==> src/rtl/graha_pkg.sv <==
// Shared constants, types and arithmetic helpers for the graha VDD sequencer.
package graha_pkg;

  localparam int NUM_DOMAINS = 9;

  // Domain indices, core first, always-on/backup last.
  localparam logic [3:0] SURYA   = 4'd0;
  localparam logic [3:0] CHANDRA = 4'd1;
  localparam logic [3:0] MANGALA = 4'd2;
  localparam logic [3:0] BUDHA   = 4'd3;
  localparam logic [3:0] GURU    = 4'd4;
  localparam logic [3:0] SHUKRA  = 4'd5;
  localparam logic [3:0] SHANI   = 4'd6;
  localparam logic [3:0] RAHU    = 4'd7;
  localparam logic [3:0] KETU    = 4'd8;
  localparam logic [3:0] IDX_NONE = 4'hF;

  // Regulator codes on the 8-bit scale (255 = 3.3V).
  localparam logic [7:0] V_0_4V = 8'd31;
  localparam logic [7:0] V_0_6V = 8'd46;
  localparam logic [7:0] V_0_7V = 8'd54;
  localparam logic [7:0] V_0_8V = 8'd62;
  localparam logic [7:0] V_1_0V = 8'd77;
  localparam logic [7:0] V_1_2V = 8'd93;
  localparam logic [7:0] V_1_8V = 8'd139;
  localparam logic [7:0] V_3_3V = 8'd255;
  localparam logic [7:0] V_BATT = 8'd92;

  // Sleep-safe setpoints: only Shani, Rahu and Ketu are powered.
  localparam logic [71:0] VDD_RESET  = {V_BATT, V_0_6V, V_0_4V, 48'h0000_0000_0000};
  localparam logic [8:0]  GOOD_RESET = 9'b111_000_000;

  typedef enum logic [1:0] {
    SEQ_IDLE   = 2'd0,
    SEQ_RAMP   = 2'd1,
    SEQ_SETTLE = 2'd2
  } seq_state_t;

  // Move cur toward tgt by at most step; lands exactly on tgt, never wraps.
  function automatic logic [7:0] step_toward(input logic [7:0] cur,
                                             input logic [7:0] tgt,
                                             input logic [7:0] step);
    logic [8:0] diff;
    logic [7:0] res;
    if (tgt > cur) begin
      diff = {1'b0, tgt} - {1'b0, cur};
      if (diff > {1'b0, step}) res = cur + step;
      else                     res = tgt;
    end else if (tgt < cur) begin
      diff = {1'b0, cur} - {1'b0, tgt};
      if (diff > {1'b0, step}) res = cur - step;
      else                     res = tgt;
    end else begin
      diff = 9'd0;
      res  = cur;
    end
    return res;
  endfunction

endpackage

==> src/rtl/graha_seq_pick.sv <==
// Priority picker: falling domains win over rising ones. Among falling
// domains the lowest index (core) goes first; among rising domains the
// highest index (always-on) goes first.
module graha_seq_pick
  import graha_pkg::*;
(
  input  logic [8:0] pending,
  input  logic [8:0] falling,
  input  logic [8:0] rising,
  output logic [3:0] idx,
  output logic       valid
);

  logic [8:0] fall_m;
  logic [8:0] rise_m;

  // Choose one eligible domain; later loop iterations override earlier ones.
  always_comb begin
    fall_m = falling & pending;
    rise_m = rising & pending;
    idx    = IDX_NONE;
    valid  = 1'b0;
    if (|fall_m) begin
      valid = 1'b1;
      for (int i = NUM_DOMAINS - 1; i >= 0; i--) begin
        idx = fall_m[i] ? 4'(i) : idx;
      end
    end else if (|rise_m) begin
      valid = 1'b1;
      for (int i = 0; i < NUM_DOMAINS; i++) begin
        idx = rise_m[i] ? 4'(i) : idx;
      end
    end else begin
      valid = 1'b0;
    end
  end

endmodule

==> src/rtl/graha_vdd_sequencer.sv <==
// Slews nine regulator setpoints toward their targets one domain at a time,
// with a bounded step rate, a settle interval and a per-domain timeout.
module graha_vdd_sequencer
  import graha_pkg::*;
#(
  parameter int STEP          = 4,
  parameter int RAMP_DIV      = 4,
  parameter int SETTLE_CYCLES = 8,
  parameter int TIMEOUT       = 1023
) (
  input  logic        clk,
  input  logic        rst_n,
  input  logic        seq_enable,
  input  logic [71:0] target_vdd,
  output logic [71:0] vdd_out,
  output logic [8:0]  domain_good,
  output logic        all_good,
  output logic        busy,
  output logic [3:0]  active_idx,
  output logic        fault,
  input  logic        fault_clr
);

  localparam logic [15:0] RAMP_LAST   = 16'(RAMP_DIV - 1);
  localparam logic [15:0] SETTLE_LAST = 16'(SETTLE_CYCLES - 1);
  localparam logic [15:0] TMO_LAST    = 16'(TIMEOUT - 1);
  localparam logic [7:0]  STEP_CODE   = 8'(STEP);

  seq_state_t  state;
  seq_state_t  state_next;
  logic [15:0] step_cnt;
  logic [15:0] step_cnt_next;
  logic [15:0] settle_cnt;
  logic [15:0] settle_cnt_next;
  logic [15:0] tmo_cnt;
  logic [15:0] tmo_cnt_next;
  logic [71:0] vdd_next;
  logic [8:0]  good_next;
  logic [3:0]  idx_next;
  logic [3:0]  fault_idx;
  logic [3:0]  fault_idx_next;
  logic        fault_next;
  logic        fault_set;
  logic        busy_next;

  logic [8:0]  pending;
  logic [8:0]  falling;
  logic [8:0]  rising;
  logic [8:0]  eligible;
  logic [7:0]  act_cur;
  logic [7:0]  act_tgt;
  logic [7:0]  act_stepped;
  logic [3:0]  pick_idx;
  logic        pick_valid;
  logic        act_match;
  logic        step_hit;
  logic        settle_hit;
  logic        tmo_hit;

  // Classify every domain against its target; mux out the active domain.
  always_comb begin
    pending  = 9'd0;
    falling  = 9'd0;
    rising   = 9'd0;
    eligible = 9'd0;
    act_cur  = 8'd0;
    act_tgt  = 8'd0;
    for (int i = 0; i < NUM_DOMAINS; i++) begin
      falling[i]  = target_vdd[8*i +: 8] < vdd_out[8*i +: 8];
      rising[i]   = target_vdd[8*i +: 8] > vdd_out[8*i +: 8];
      pending[i]  = falling[i] | rising[i];
      // A timed-out domain sits out selection until the fault is cleared.
      eligible[i] = pending[i] & ~(fault & (fault_idx == 4'(i)));
      act_cur     = (active_idx == 4'(i)) ? vdd_out[8*i +: 8]    : act_cur;
      act_tgt     = (active_idx == 4'(i)) ? target_vdd[8*i +: 8] : act_tgt;
    end
  end

  graha_seq_pick u_pick (
    .pending (eligible),
    .falling (falling),
    .rising  (rising),
    .idx     (pick_idx),
    .valid   (pick_valid)
  );

  assign act_stepped = step_toward(act_cur, act_tgt, STEP_CODE);
  assign act_match   = (act_cur == act_tgt);
  assign step_hit    = (step_cnt == RAMP_LAST);
  assign settle_hit  = (settle_cnt == SETTLE_LAST);
  assign tmo_hit     = (tmo_cnt == TMO_LAST);
  assign all_good    = &domain_good;

  // FSM state register.
  always_ff @(posedge clk or negedge rst_n) begin
    if (!rst_n) state <= SEQ_IDLE;
    else        state <= state_next;
  end

  // FSM next-state logic; a timeout always abandons the domain.
  always_comb begin
    state_next = state;
    case (state)
      SEQ_IDLE: begin
        if (seq_enable && pick_valid) state_next = SEQ_RAMP;
        else                          state_next = SEQ_IDLE;
      end
      SEQ_RAMP: begin
        if (tmo_hit)                               state_next = SEQ_IDLE;
        else if (act_match)                        state_next = SEQ_SETTLE;
        else if (step_hit && act_stepped == act_tgt) state_next = SEQ_SETTLE;
        else                                       state_next = SEQ_RAMP;
      end
      SEQ_SETTLE: begin
        if (tmo_hit)         state_next = SEQ_IDLE;
        else if (!act_match) state_next = SEQ_RAMP;
        else if (settle_hit) state_next = SEQ_IDLE;
        else                 state_next = SEQ_SETTLE;
      end
      default: state_next = SEQ_IDLE;
    endcase
  end

  // Datapath next values: counters, setpoint step, good flags, fault.
  always_comb begin
    vdd_next        = vdd_out;
    good_next       = domain_good & ~pending;
    idx_next        = active_idx;
    step_cnt_next   = step_cnt;
    settle_cnt_next = settle_cnt;
    tmo_cnt_next    = tmo_cnt;
    fault_set       = 1'b0;
    case (state)
      SEQ_IDLE: begin
        if (seq_enable && pick_valid) begin
          idx_next        = pick_idx;
          step_cnt_next   = 16'd0;
          settle_cnt_next = 16'd0;
          tmo_cnt_next    = 16'd0;
        end else begin
          idx_next = IDX_NONE;
        end
      end
      SEQ_RAMP: begin
        tmo_cnt_next    = tmo_cnt + 16'd1;
        settle_cnt_next = 16'd0;
        if (step_hit) begin
          step_cnt_next = 16'd0;
          for (int i = 0; i < NUM_DOMAINS; i++) begin
            vdd_next[8*i +: 8] = (active_idx == 4'(i)) ? act_stepped : vdd_out[8*i +: 8];
          end
        end else begin
          step_cnt_next = step_cnt + 16'd1;
        end
        if (tmo_hit) begin
          fault_set = 1'b1;
          idx_next  = IDX_NONE;
        end else begin
          idx_next = active_idx;
        end
      end
      SEQ_SETTLE: begin
        tmo_cnt_next = tmo_cnt + 16'd1;
        if (tmo_hit) begin
          fault_set = 1'b1;
          idx_next  = IDX_NONE;
        end else if (!act_match) begin
          // Target moved while settling: ramp again, timeout keeps running.
          step_cnt_next   = 16'd0;
          settle_cnt_next = 16'd0;
        end else if (settle_hit) begin
          good_next = good_next | (9'd1 << active_idx);
          idx_next  = IDX_NONE;
        end else begin
          settle_cnt_next = settle_cnt + 16'd1;
        end
      end
      default: begin
        idx_next = IDX_NONE;
      end
    endcase

    // Clearing wins over a fault raised in the same cycle.
    if (fault_clr) begin
      fault_next     = 1'b0;
      fault_idx_next = IDX_NONE;
    end else if (fault_set) begin
      fault_next     = 1'b1;
      fault_idx_next = active_idx;
    end else begin
      fault_next     = fault;
      fault_idx_next = fault_idx;
    end

    busy_next = (state_next != SEQ_IDLE);
  end

  // Datapath and output registers.
  always_ff @(posedge clk or negedge rst_n) begin
    if (!rst_n) begin
      vdd_out     <= VDD_RESET;
      domain_good <= GOOD_RESET;
      active_idx  <= IDX_NONE;
      busy        <= 1'b0;
      fault       <= 1'b0;
      fault_idx   <= IDX_NONE;
      step_cnt    <= 16'd0;
      settle_cnt  <= 16'd0;
      tmo_cnt     <= 16'd0;
    end else begin
      vdd_out     <= vdd_next;
      domain_good <= good_next;
      active_idx  <= idx_next;
      busy        <= busy_next;
      fault       <= fault_next;
      fault_idx   <= fault_idx_next;
      step_cnt    <= step_cnt_next;
      settle_cnt  <= settle_cnt_next;
      tmo_cnt     <= tmo_cnt_next;
    end
  end

endmodule

==> config.mk <==
export PLATFORM = sky130hd
export DESIGN_NAME = graha_vdd_sequencer
export DESIGN_NICKNAME = d
export VERILOG_FILES = /design/src/rtl/graha_pkg.sv /design/src/rtl/graha_seq_pick.sv /design/src/rtl/graha_vdd_sequencer.sv
export SDC_FILE = /design/constraint.sdc
export NUM_CORES = 1
export LEC_CHECK = 0
export ABC_AREA = 1
export CORE_UTILIZATION = 45
export CTS_BUF_LIST = sky130_fd_sc_hd__clkbuf_8 sky130_fd_sc_hd__clkbuf_16
export DETAILED_ROUTE_END_ITERATION = 7
export PLACE_DENSITY = 0.68
export SLEW_MARGIN = 25
export SYNTH_ARGS = -nofsm -noshare
export SYNTH_HDL_FRONTEND = slang
export SYNTH_SLANG_ARGS = --single-unit
==> constraint.sdc <==
create_clock -name clk -period 5.2 [get_ports clk]
set_clock_uncertainty 0.15 [all_clocks]
set_input_delay 1.04 -clock clk [delete_from_list [all_inputs] [get_ports clk]]
set_output_delay 1.04 -clock clk [all_outputs]
set_load 0.02 [all_outputs]
==> results, run 1 <==
- The final weighted congestion in routability-driven placement is 1.027.
- A synthesized cell averages 6.923 µm².
- For the worst-skew pair, the clock arrives at the later sink with an insertion delay of roughly 0.44 ns.
- The initial core utilization is 0.4595.
- The type of the tightest min-delay check is register to register.
- The floorplan step set the die height to 159.6 µm.
- The number of global-route vias before repair is between 10000 and 15000.
- The reported net switching power is 6.152 mW.
- The post-layout minimum cycle time is 4.862 ns.
- The count of pins over their slew limit came to 0.
- The count of nets left with antenna violations once routing finished came out at 0.
- Yosys mapped a number of flops with a built-in enable equal to 0.
- In this design, the stage delay of the slowest critical-path cell is between 0.6 and 0.7 ns.
- The clock-pin transition on the worst setup and hold timing paths is 0.08 ns.
- The multi-input combinational cell area is 6611 µm².
- The proportion of synthesized flip-flops having asynchronous set or reset is 1.000.
- The horizontal die dimension is 159.6 µm.
- The total DRC errors in the routed layout is 0.
- Setup violations remaining at the end of the flow were counted as 0.
- Wires add up to 41150 µm.
- The overall overflow remaining after global route is 0.
- The tool flagged a number of max-cap violations equal to 0.
- The clock root buffer master is sky130_fd_sc_hd__clkbuf_16.
- The HPWL reported at the end of detailed placement is 33490 µm.
- For the pin with the worst max-slew slack, the measured transition is 0.7894 ns.
- The floorplan has 57 rows.
- Of all nets on the critical path, the largest fanout is 8.
- The H-tree was split into 4 levels.
- The sort of element at the end of the critical path is a register.
- The number of instances in the synthesized netlist is 1614.
- The finished cells cover 14670 µm².
- After detailed routing, the number of vias per cell comes to around 5.5.
- The register share of total power is 0.138.
- Headroom to the max-slew limit came out at 0.4689.
- STA classifies the critical path startpoint as a register.
- The proportion of total power due to net switching is 0.5441.
- Clock tree synthesis found a total of about 140 sinks.
- The total count of hold-check failures in the final report was 0.
- In the post-synthesis netlist, the cell with the most instances is sky130_fd_sc_hd__nand2_1.
- The total area of sequential cells is 3558 µm².
- Of the total power, combinational logic draws 0.748.
- Fill cells in the final layout number between 2000 and 2500.
- The share of the Yosys chip area taken by registers is 0.3184.
- The first-pass GRT wire length is around 64000 µm.
- The first TritonRoute pass finished after 5 iterations.
- The cell at the slowest stage of the critical path is sky130_fd_sc_hd__dfstp_2.
- The critical path data required time is 5.37 ns.
- Of the total power, the clock network draws 0.114.
- From synthesis to final layout, the design area changed by 31.32%.
- The maximum number of buffers from clock root to sink is 2.
- The unique cell type count in the Yosys netlist is 59.
- Yosys printed 0 warnings.
- The initial antenna violation count is 2.
- In this run the count of I/O pins placed on the die edge is 164.
- The core occupancy in the finished layout is 0.6034.
- The final setup TNS is 0 ns.
- For this run, the leading register cell type out of synthesis is sky130_fd_sc_hd__dfrtp_1.
- The setup path with the least slack is of type register to register.
- The flip-flop and latch count after synthesis is between 100 and 150.
- The final clock period utilization by the worst path is 0.9350.
- The floorplan die area is between 20000 and 30000 µm².
- In the final layout, the share of cells above drive strength 1 is 0.1317.
- TritonCTS built the clock tree.
- During placement, the flow inserted port buffers numbering 163.
- Ranked by instance count, the synthesized netlist is headed by sky130_fd_sc_hd__nand2_1 (395), sky130_fd_sc_hd__inv_1 (244), sky130_fd_sc_hd__nor2_1 (136), sky130_fd_sc_hd__o21ai_0 (123), sky130_fd_sc_hd__dfrtp_1 (117).
- Counting stages on the worst path, the most repeated cell is sky130_fd_sc_hd__nand2_1.
- In the final routed layout, each cell accounts on average for about 19 µm.
- The total CTS buffers is 17.
- The internal power component is 5.154 mW.
- For this run, the post-layout net count is 2058.
- The area fraction of the dominant cell type after synthesis is 0.2620.
- Derived from the worst setup path, the maximum achievable clock frequency is 205.7 MHz.
- The aggregate global-route resource usage is 0.3287.
- In this run the standard cell core region covers between 20000 and 25000 µm².
- Data on the critical path arrives at its endpoint at 5.03 ns.
- The worst vdd rail ir drop is 518.7 µV.
- After detailed placement, the total cell area comes to around 14000 µm².
- Sorting the synthesized cells by area gives the leading types as sky130_fd_sc_hd__dfrtp_1 (26%), sky130_fd_sc_hd__nand2_1 (13%), sky130_fd_sc_hd__ha_1 (11%).
- The mapped netlist covers 11170 µm².
- The routed layout has 12180 vias.
- The pin count of the biggest net entering global routing is 68.
- The power per standard cell area is approximately 770 nW/µm².
- The first routing iteration left 962 violations.
- The analysis attributes to cell leakage a power of 7.538 nW.
- The top cell type by total area after synthesis is sky130_fd_sc_hd__dfrtp_1.
- The run finished with clean final reports.
- The synthesized net count is 1787.
## routing by layer
layer,part of all wire,vias to the layer above,global-route usage
met5,0.00027,-,0
met4,0.032,2,0.1198
met3,0.074,90,0.05887
met2,0.44,504,0.4988
met1,0.46,5667,0.4662
li1,-,5913,-
## cell families (layout without fill, tap and decap cells)
kind of cell,count (synthesis),count (layout),synth area share
flops,141,141,0.3184
xor+xnor,11,11,0.008621
fa+ha+maj,97,97,0.1086
other cells,0,1,0
compound gates,287,287,0.1478
simple gates,797,797,0.3191
buf+inv,281,565,0.09741
## worst max-delay path: cells and delay by family (launching register included)
| family | cells | cell delay (ns) |
|---|---|---|
| AO/OA/AOI/OAI | 5 | 0.93 |
| flip-flops | 1 | 0.67 |
| AND/OR/NAND/NOR | 19 | 1.84 |
| buffers and inverters | 5 | 0.74 |
| adder cells (fa/ha/maj) | 1 | 0.40 |
## through the flow
step | hold WS (ns) | setup WS [ns] | cells | power, mW
after floorplan | 0.2834 | 0.6354 | 1614 | 6.227
after global placement | 0.3004 | 0.05092 | 2179 | 9.721
after detailed placement | 0.3052 | -0.04811 | 2179 | 9.702
after CTS | 0.3207 | 0.1402 | 2211 | 11.03
after global routing | 0.3278 | -0.01407 | 2223 | 12.16
final | 0.3209 | 0.3380 | 2223 | 11.31
## state kept, by name, summed over array words and instances (netlist names)
register / count
fault: 1
domain_good: 9
active_idx: 4
settle_cnt: 16
busy: 1
tmo_cnt: 16
fault_idx: 4
state: 2
vdd_out: 72
step_cnt: 16
## worst paths after layout
kind	from	to	slack, ns	cells past startpoint
worst max-delay path	active_idx[0]	busy	0.34	30
worst max register to register	active_idx[0]	busy	0.34	30
min in group asynchronous	rst_n	vdd_out[26]	0.44	1
worst min register to register	tmo_cnt[8]	tmo_cnt[8]	0.32	1
max in group asynchronous	rst_n	step_cnt[7]	3.48	2
worst min-delay path	tmo_cnt[8]	tmo_cnt[8]	0.32	1
## cells in the final DEF, fill, tap and decap left out, types with 5 or more instances in the layout
master | netlist | routed
sky130_fd_sc_hd__nand4_1 | 39 | 39
sky130_fd_sc_hd__nor2_4 | 4 | 8
sky130_fd_sc_hd__inv_1 | 244 | 241
sky130_fd_sc_hd__inv_2 | 12 | 13
sky130_fd_sc_hd__nor3_1 | 48 | 47
sky130_fd_sc_hd__dfrtp_1 | 117 | 117
sky130_fd_sc_hd__buf_4 | 4 | 110
sky130_fd_sc_hd__nor2_1 | 136 | 135
sky130_fd_sc_hd__o21ai_0 | 123 | 123
sky130_fd_sc_hd__a21oi_1 | 86 | 84
sky130_fd_sc_hd__o22ai_1 | 10 | 10
sky130_fd_sc_hd__o21ai_1 | 6 | 6
sky130_fd_sc_hd__o31ai_1 | 6 | 6
sky130_fd_sc_hd__nand2_2 | 17 | 18
sky130_fd_sc_hd__clkbuf_16 | 0 | 17
sky130_fd_sc_hd__nand2_1 | 395 | 392
sky130_fd_sc_hd__o21a_1 | 5 | 5
sky130_fd_sc_hd__nor4_1 | 13 | 13
sky130_fd_sc_hd__o2111ai_1 | 7 | 6
sky130_fd_sc_hd__dfstp_2 | 24 | 24
sky130_fd_sc_hd__a21oi_2 | 3 | 5
sky130_fd_sc_hd__nand3_1 | 106 | 106
sky130_fd_sc_hd__a31oi_1 | 5 | 5
sky130_fd_sc_hd__a211oi_1 | 10 | 9
sky130_fd_sc_hd__ha_1 | 97 | 95
sky130_fd_sc_hd__nor3b_1 | 6 | 6
sky130_fd_sc_hd__xor2_1 | 10 | 10
sky130_fd_sc_hd__o211ai_1 | 5 | 5
sky130_fd_sc_hd__clkdlybuf4s50_1 | 0 | 162
sky130_fd_sc_hd__nand3_2 | 8 | 8
## power by group through the flow
stage / Clock (mW) / Combinational (mW) / Sequential [mW]
floorplan: 0 / 4.59 / 1.64
global placement: 0 / 8.15 / 1.57
detailed placement: 0 / 8.13 / 1.57
CTS: 1.30 / 8.17 / 1.56
global route: 1.35 / 9.23 / 1.58
finish: 1.29 / 8.46 / 1.56
## layout make-up
cell class | count | area share
multi-input cells | 1192 | 0.4505
flip-flops and latches | 141 | 0.2425
repair buffers | 276 | 0.1716
inverters | 257 | 0.06642
clock buffers | 17 | 0.02899
well taps | 324 | 0.02763
clock inverters | 15 | 0.01211
diodes | 1 | 0.0001705
## what timing repair did
item / CTS / global route
endpoints found under the setup margin: 0 / 43
hold buffers: 0 / 0
resized for setup: 0 / 24
hold endpoints to repair: 0 / 0
setup buffers: 0 / 11
Power figures use the tool's default switching activity.
==> run 2, diff against run 1 <==
--- a/config.mk
+++ b/config.mk
@@ -13,4 +13,5 @@
 export SLEW_MARGIN = 25
 export SYNTH_ARGS = -nofsm -noshare
 export SYNTH_HDL_FRONTEND = slang
+export SYNTH_HIERARCHICAL = 1
 export SYNTH_SLANG_ARGS = --single-unit
==> run 2 against run 1 <==
Against the previous run:
- flip-flop and latch count stayed put
- setup slack got worse by 0.15 ns
- hold slack improved by 0.024 ns
- critical endpoint unchanged
- core utilization decreased by 0.61 points
- via count is essentially flat
- wire length up 0.79%
- synthesized cell count is 0.99% higher
- final area decreased by 0.15%
==> results, run 2 <==
- The run finished with clean final reports.
- The HPWL reported at the end of detailed placement is 33010 µm (-1.4%).
- The kind of critical path is input port to register.
- The maximum number of buffers from clock root to sink is 2 (unchanged).
- The synthesized-area fraction occupied by ao, oa, aoi and oai cells is 0.1447 (-0.003137).
- The total of endpoints with negative setup slack in the final report came to 0 (unchanged).
- The count of warnings emitted by yosys came to 6 (+6).
- The layout overhead on the synthesized area is 28.73%.
- The first-pass GRT wire length came to 63380 µm (-1.4%).
- STA classifies the critical path endpoint as a register.
- The adder-cell area share of the yosys netlist came to 0.1066 (-0.001982).
- The clock insertion delay at the later pin of the skew report is 0.44 ns (about the same).
- The first-pass detailed-route iteration total is 7 (+2).
- The instance area after placement was 13950 µm² (+0.53%).
- The wire length on met2 is 18480 µm (+3.1%).
- By count the netlist is led by sky130_fd_sc_hd__nand2_1 (306), sky130_fd_sc_hd__inv_1 (273), sky130_fd_sc_hd__nor2_1 (179), sky130_fd_sc_hd__a21oi_1 (147), sky130_fd_sc_hd__dfrtp_1 (117).
- The total CTS buffers is 17 (unchanged).
- The port buffer count is 163 (unchanged).
- The initial core utilization is 0.4639 (+0.004459).
- The simple-gate portion of the synthesized area is 0.3246 (+0.005499).
- The worst endpoint data arrival time is 5.18 ns (+0.15 ns).
- The clock-pin transition on the worst setup and hold timing paths is 0.07 ns (about the same).
- The synthesized net count is 1803 (+0.90%).
- The core occupancy in the finished layout is 0.5973 (-0.006129).
- The detailed-route wire length on metal 1 is 18070 µm (-4.1%).
- The total count of hold-check failures in the final report is 0 (unchanged).
- The flip-flop and latch count after synthesis is 141 (unchanged).
- The final design instance area without fill is 14650 µm² (-0.15%).
- The total vias in the final route is 12170 (-0.033%).
- The number of instances in the synthesized netlist came to 1630 (+0.99%).
- The startpoint class of the critical path is an input port.
- The post-layout minimum cycle time is 5.015 ns (+0.1525 ns).
- The wire length after detailed routing was 41480 µm (+0.79%).
- The initial antenna violation count is 0 (-2).
- The slew at the pin closest to its max-slew limit is 1.001 ns (+0.2119 ns).
- In this run the clock root is driven by a sky130_fd_sc_hd__clkbuf_16.
- The final weighted congestion in routability-driven placement is 0.9825 (-4.3%).
- The floorplan die area is 25930 µm² (+1.8%).
- The most frequent cell after synthesis is sky130_fd_sc_hd__nand2_1.
- The type of the tightest min-delay check is register to register.
- The pin count of the biggest net entering global routing is 87 (+28%).
- The critical path data required time is 5.36 ns (about the same).
- The total of max-cap violations is 0 (unchanged).
- The multi-input combinational cell area is 6654 µm² (+0.64%).
- The number of antenna-violating nets in the routed design is 0 (unchanged).
- Setup repair after global routing could not meet its margin everywhere.
- The area fraction of the dominant cell type after synthesis is 0.2572 (-0.004781).
- The cell depth of the worst flop-to-flop path is 30 (unchanged).
- The post-synthesis mux area share came to 0 (unchanged).
- The die boundary height was 161.0 µm (+0.91%).
- The total of fill cells in the finished design is 2288 (-0.39%).
- The number of global-route vias before repair came to 11320 (-2.2%).
- The final clock period utilization by the worst path is 0.9643 (+0.02933).
- The cell area after technology mapping is 11380 µm² (+1.9%).
- In the layout the commonest cells are sky130_fd_sc_hd__nand2_1 (305), sky130_fd_sc_hd__inv_1 (272), sky130_fd_sc_hd__nor2_1 (175).
- The share of synthesized area occupied by flip-flops and latches is 0.3126 (-0.005811).
- The post-route worst hold slack is 0.3450 ns (+0.02409 ns).
- The core outline area is 24530 µm² (+0.88%).
- The aggregate global-route resource usage came to 0.3199 (-0.008878).
- The proportion of synthesized flip-flops having asynchronous set or reset is 1.000 (unchanged).
- The horizontal die dimension is 161.0 µm (+0.91%).
- The count of H-tree levels built during CTS came to 4 (unchanged).
- The register bank with the most flops is vdd_out.
- TritonCTS built the clock tree.
- The largest driver fanout on the critical path was 8 (unchanged).
- The peak clock frequency supported by timing is 199.4 MHz (-3.0%).
- After synthesis, the cell types taking the most area are sky130_fd_sc_hd__dfrtp_1 (26%), sky130_fd_sc_hd__ha_1 (11%), sky130_fd_sc_hd__nand2_1 (10%).
- The clock net sink count is 141 (unchanged).
- The net total in the final layout was 2053 (-0.24%).
- The number of stages on the worst hold path is 2 (+1).
- By area, the combinational part of the netlist is dominated by simple AND/OR/NAND/NOR gates.
- The total DRC errors in the routed layout is 0 (unchanged).
- The average wire length per cell after detail routing was 18.72 µm (+1.1%).
- The number of core rows is 57 (unchanged).
- The average vias per placed instance is 5.493 (+0.28%).
- The number of violations reported at the end of detailed-routing iteration 0 came to 994 (+3.3%).
- The share of final-layout standard cells stronger than drive strength 1 is 0.1358 (+0.004117).
- The number of hold buffers added after CTS is 0 (unchanged).
- The fraction of synthesized cell area in xor and xnor cells is 0.005386 (-0.003235).
- The overall overflow remaining after global route is 0 (unchanged).
- The worst slew slack as a fraction of its limit is 0.3300 (-0.1389).
- The top layer reached by signal wires is met4.
- The unique cell type count in the Yosys netlist was 52 (-12%).
- The largest total area in the synthesized netlist belongs to sky130_fd_sc_hd__dfrtp_1.
- The final setup TNS is 0 ns (unchanged).
- The number of enable flip-flop cells after synthesis is 0 (unchanged).
- The library cell used most frequently in the layout, excluding fill and tap cells, is sky130_fd_sc_hd__nand2_1.
- The count of pins over their slew limit is 0 (unchanged).
- The per-instance average area after synthesis was 6.983 µm² (+0.86%).
- The total area of sequential cells is 3558 µm² (unchanged).
- The top-level port count is 164 (unchanged).
- The number of flip-flops under the largest register name is 72 (unchanged).
- The routed length on met3 is 3596 µm (+18%).
- The diode insertion count for antenna repair is 0 (-1).
- In the synthesized netlist the dominant register cell turns out to be sky130_fd_sc_hd__dfrtp_1.
==> run 2: cell types whose count changed after synthesis, moves of 8 or more <==
cell and delta:
sky130_fd_sc_hd__a211oi_1 -9, sky130_fd_sc_hd__a21oi_1 +61, sky130_fd_sc_hd__buf_1 -8, sky130_fd_sc_hd__clkbuf_1 +8, sky130_fd_sc_hd__inv_1 +29, sky130_fd_sc_hd__nand2_1 -89
sky130_fd_sc_hd__nand2_2 +11, sky130_fd_sc_hd__nand4_1 +9, sky130_fd_sc_hd__nor2_1 +43, sky130_fd_sc_hd__nor3_1 -8, sky130_fd_sc_hd__o21ai_0 -58, sky130_fd_sc_hd__or2_2 +9
==> run 2: per-layer routing <==
layer / track usage / vias up
met5: 0 / -
met4: 0.1085 / 0
met3: 0.06805 / 77
met2: 0.5033 / 541
met1: 0.4353 / 5670
li1: - / 5884
==> run 2: final timing paths <==
kind,slack [ns],endpoint,startpoint
worst max-delay path,0.19,busy,target_vdd[6]
worst min-delay path,0.34,fault_idx[2],fault_idx[2]
worst max register to register,0.22,busy,active_idx[3]
worst min register to register,0.34,fault_idx[2],fault_idx[2]
max in group asynchronous,3.41,vdd_out[52],rst_n
min in group asynchronous,0.49,settle_cnt[5],rst_n
==> run 2: metrics by stage <==
step,cells,worst slack [ns]
2_1_floorplan,1630,0.7236
3_3_place_gp,2177,-0.1334
3_5_place_dp,2177,-0.1503
4_1_cts,2208,0.02630
5_1_grt,2216,-0.02888
6_report,2216,0.1854
==> run 2: repair_timing <==
item,4_1_cts,5_1_grt
buffers inserted,0,8
endpoints found under the setup margin,0,41
gates resized for setup,0,9
==> run 2: cell type report <==
type,count,share of cell area
clock buffer,17,0.02903
clock inverter,14,0.01178
inverter,285,0.07326
multi-input combinational,1178,0.4541
sequential,141,0.2428
tap,324,0.02767
timing repair buffer,257,0.1613
==> run 2: cell families (layout without fill, tap and decap cells) <==
kind of cell / Yosys count / in the layout
xor gates and xnor gates: 7 / 7
adders and majority gates: 97 / 97
AOI/OAI and AO/OA: 286 / 286
DFF: 141 / 141
and+or+nand+nor: 788 / 788
buffers and inverters: 311 / 573
==> run 2: worst max-delay path: stages <==
cell and delay [ns]:
sky130_fd_sc_hd__clkdlybuf4s50_1 0.46, sky130_fd_sc_hd__nand3_1 0.11, sky130_fd_sc_hd__nand2_1 0.09, sky130_fd_sc_hd__a221oi_1 0.37, sky130_fd_sc_hd__nand4_1 0.15, sky130_fd_sc_hd__nor2_1 0.18, sky130_fd_sc_hd__o21a_1 0.17, sky130_fd_sc_hd__inv_1 0.09
sky130_fd_sc_hd__ha_2 0.42, sky130_fd_sc_hd__nand2_1 0.09, sky130_fd_sc_hd__nor2_1 0.15, sky130_fd_sc_hd__nor3_1 0.09, sky130_fd_sc_hd__a21oi_1 0.13, sky130_fd_sc_hd__nand3_1 0.14, sky130_fd_sc_hd__nor2_4 0.24, sky130_fd_sc_hd__nand2_2 0.12
sky130_fd_sc_hd__nand3_1 0.08, sky130_fd_sc_hd__nand2_1 0.09, sky130_fd_sc_hd__nor2_2 0.14, sky130_fd_sc_hd__nand2_2 0.07, sky130_fd_sc_hd__nand2_1 0.05, sky130_fd_sc_hd__nand4_1 0.19, sky130_fd_sc_hd__nor2_1 0.16, sky130_fd_sc_hd__nand2_1 0.09
sky130_fd_sc_hd__nand3_1 0.07, sky130_fd_sc_hd__nand2_1 0.06, sky130_fd_sc_hd__nand2_1 0.08, sky130_fd_sc_hd__nand2_1 0.05
Power of run 2 is left out: the tool's default activity adds up to more than one toggle a clock period on the data nets, which glitch-free logic cannot reach.
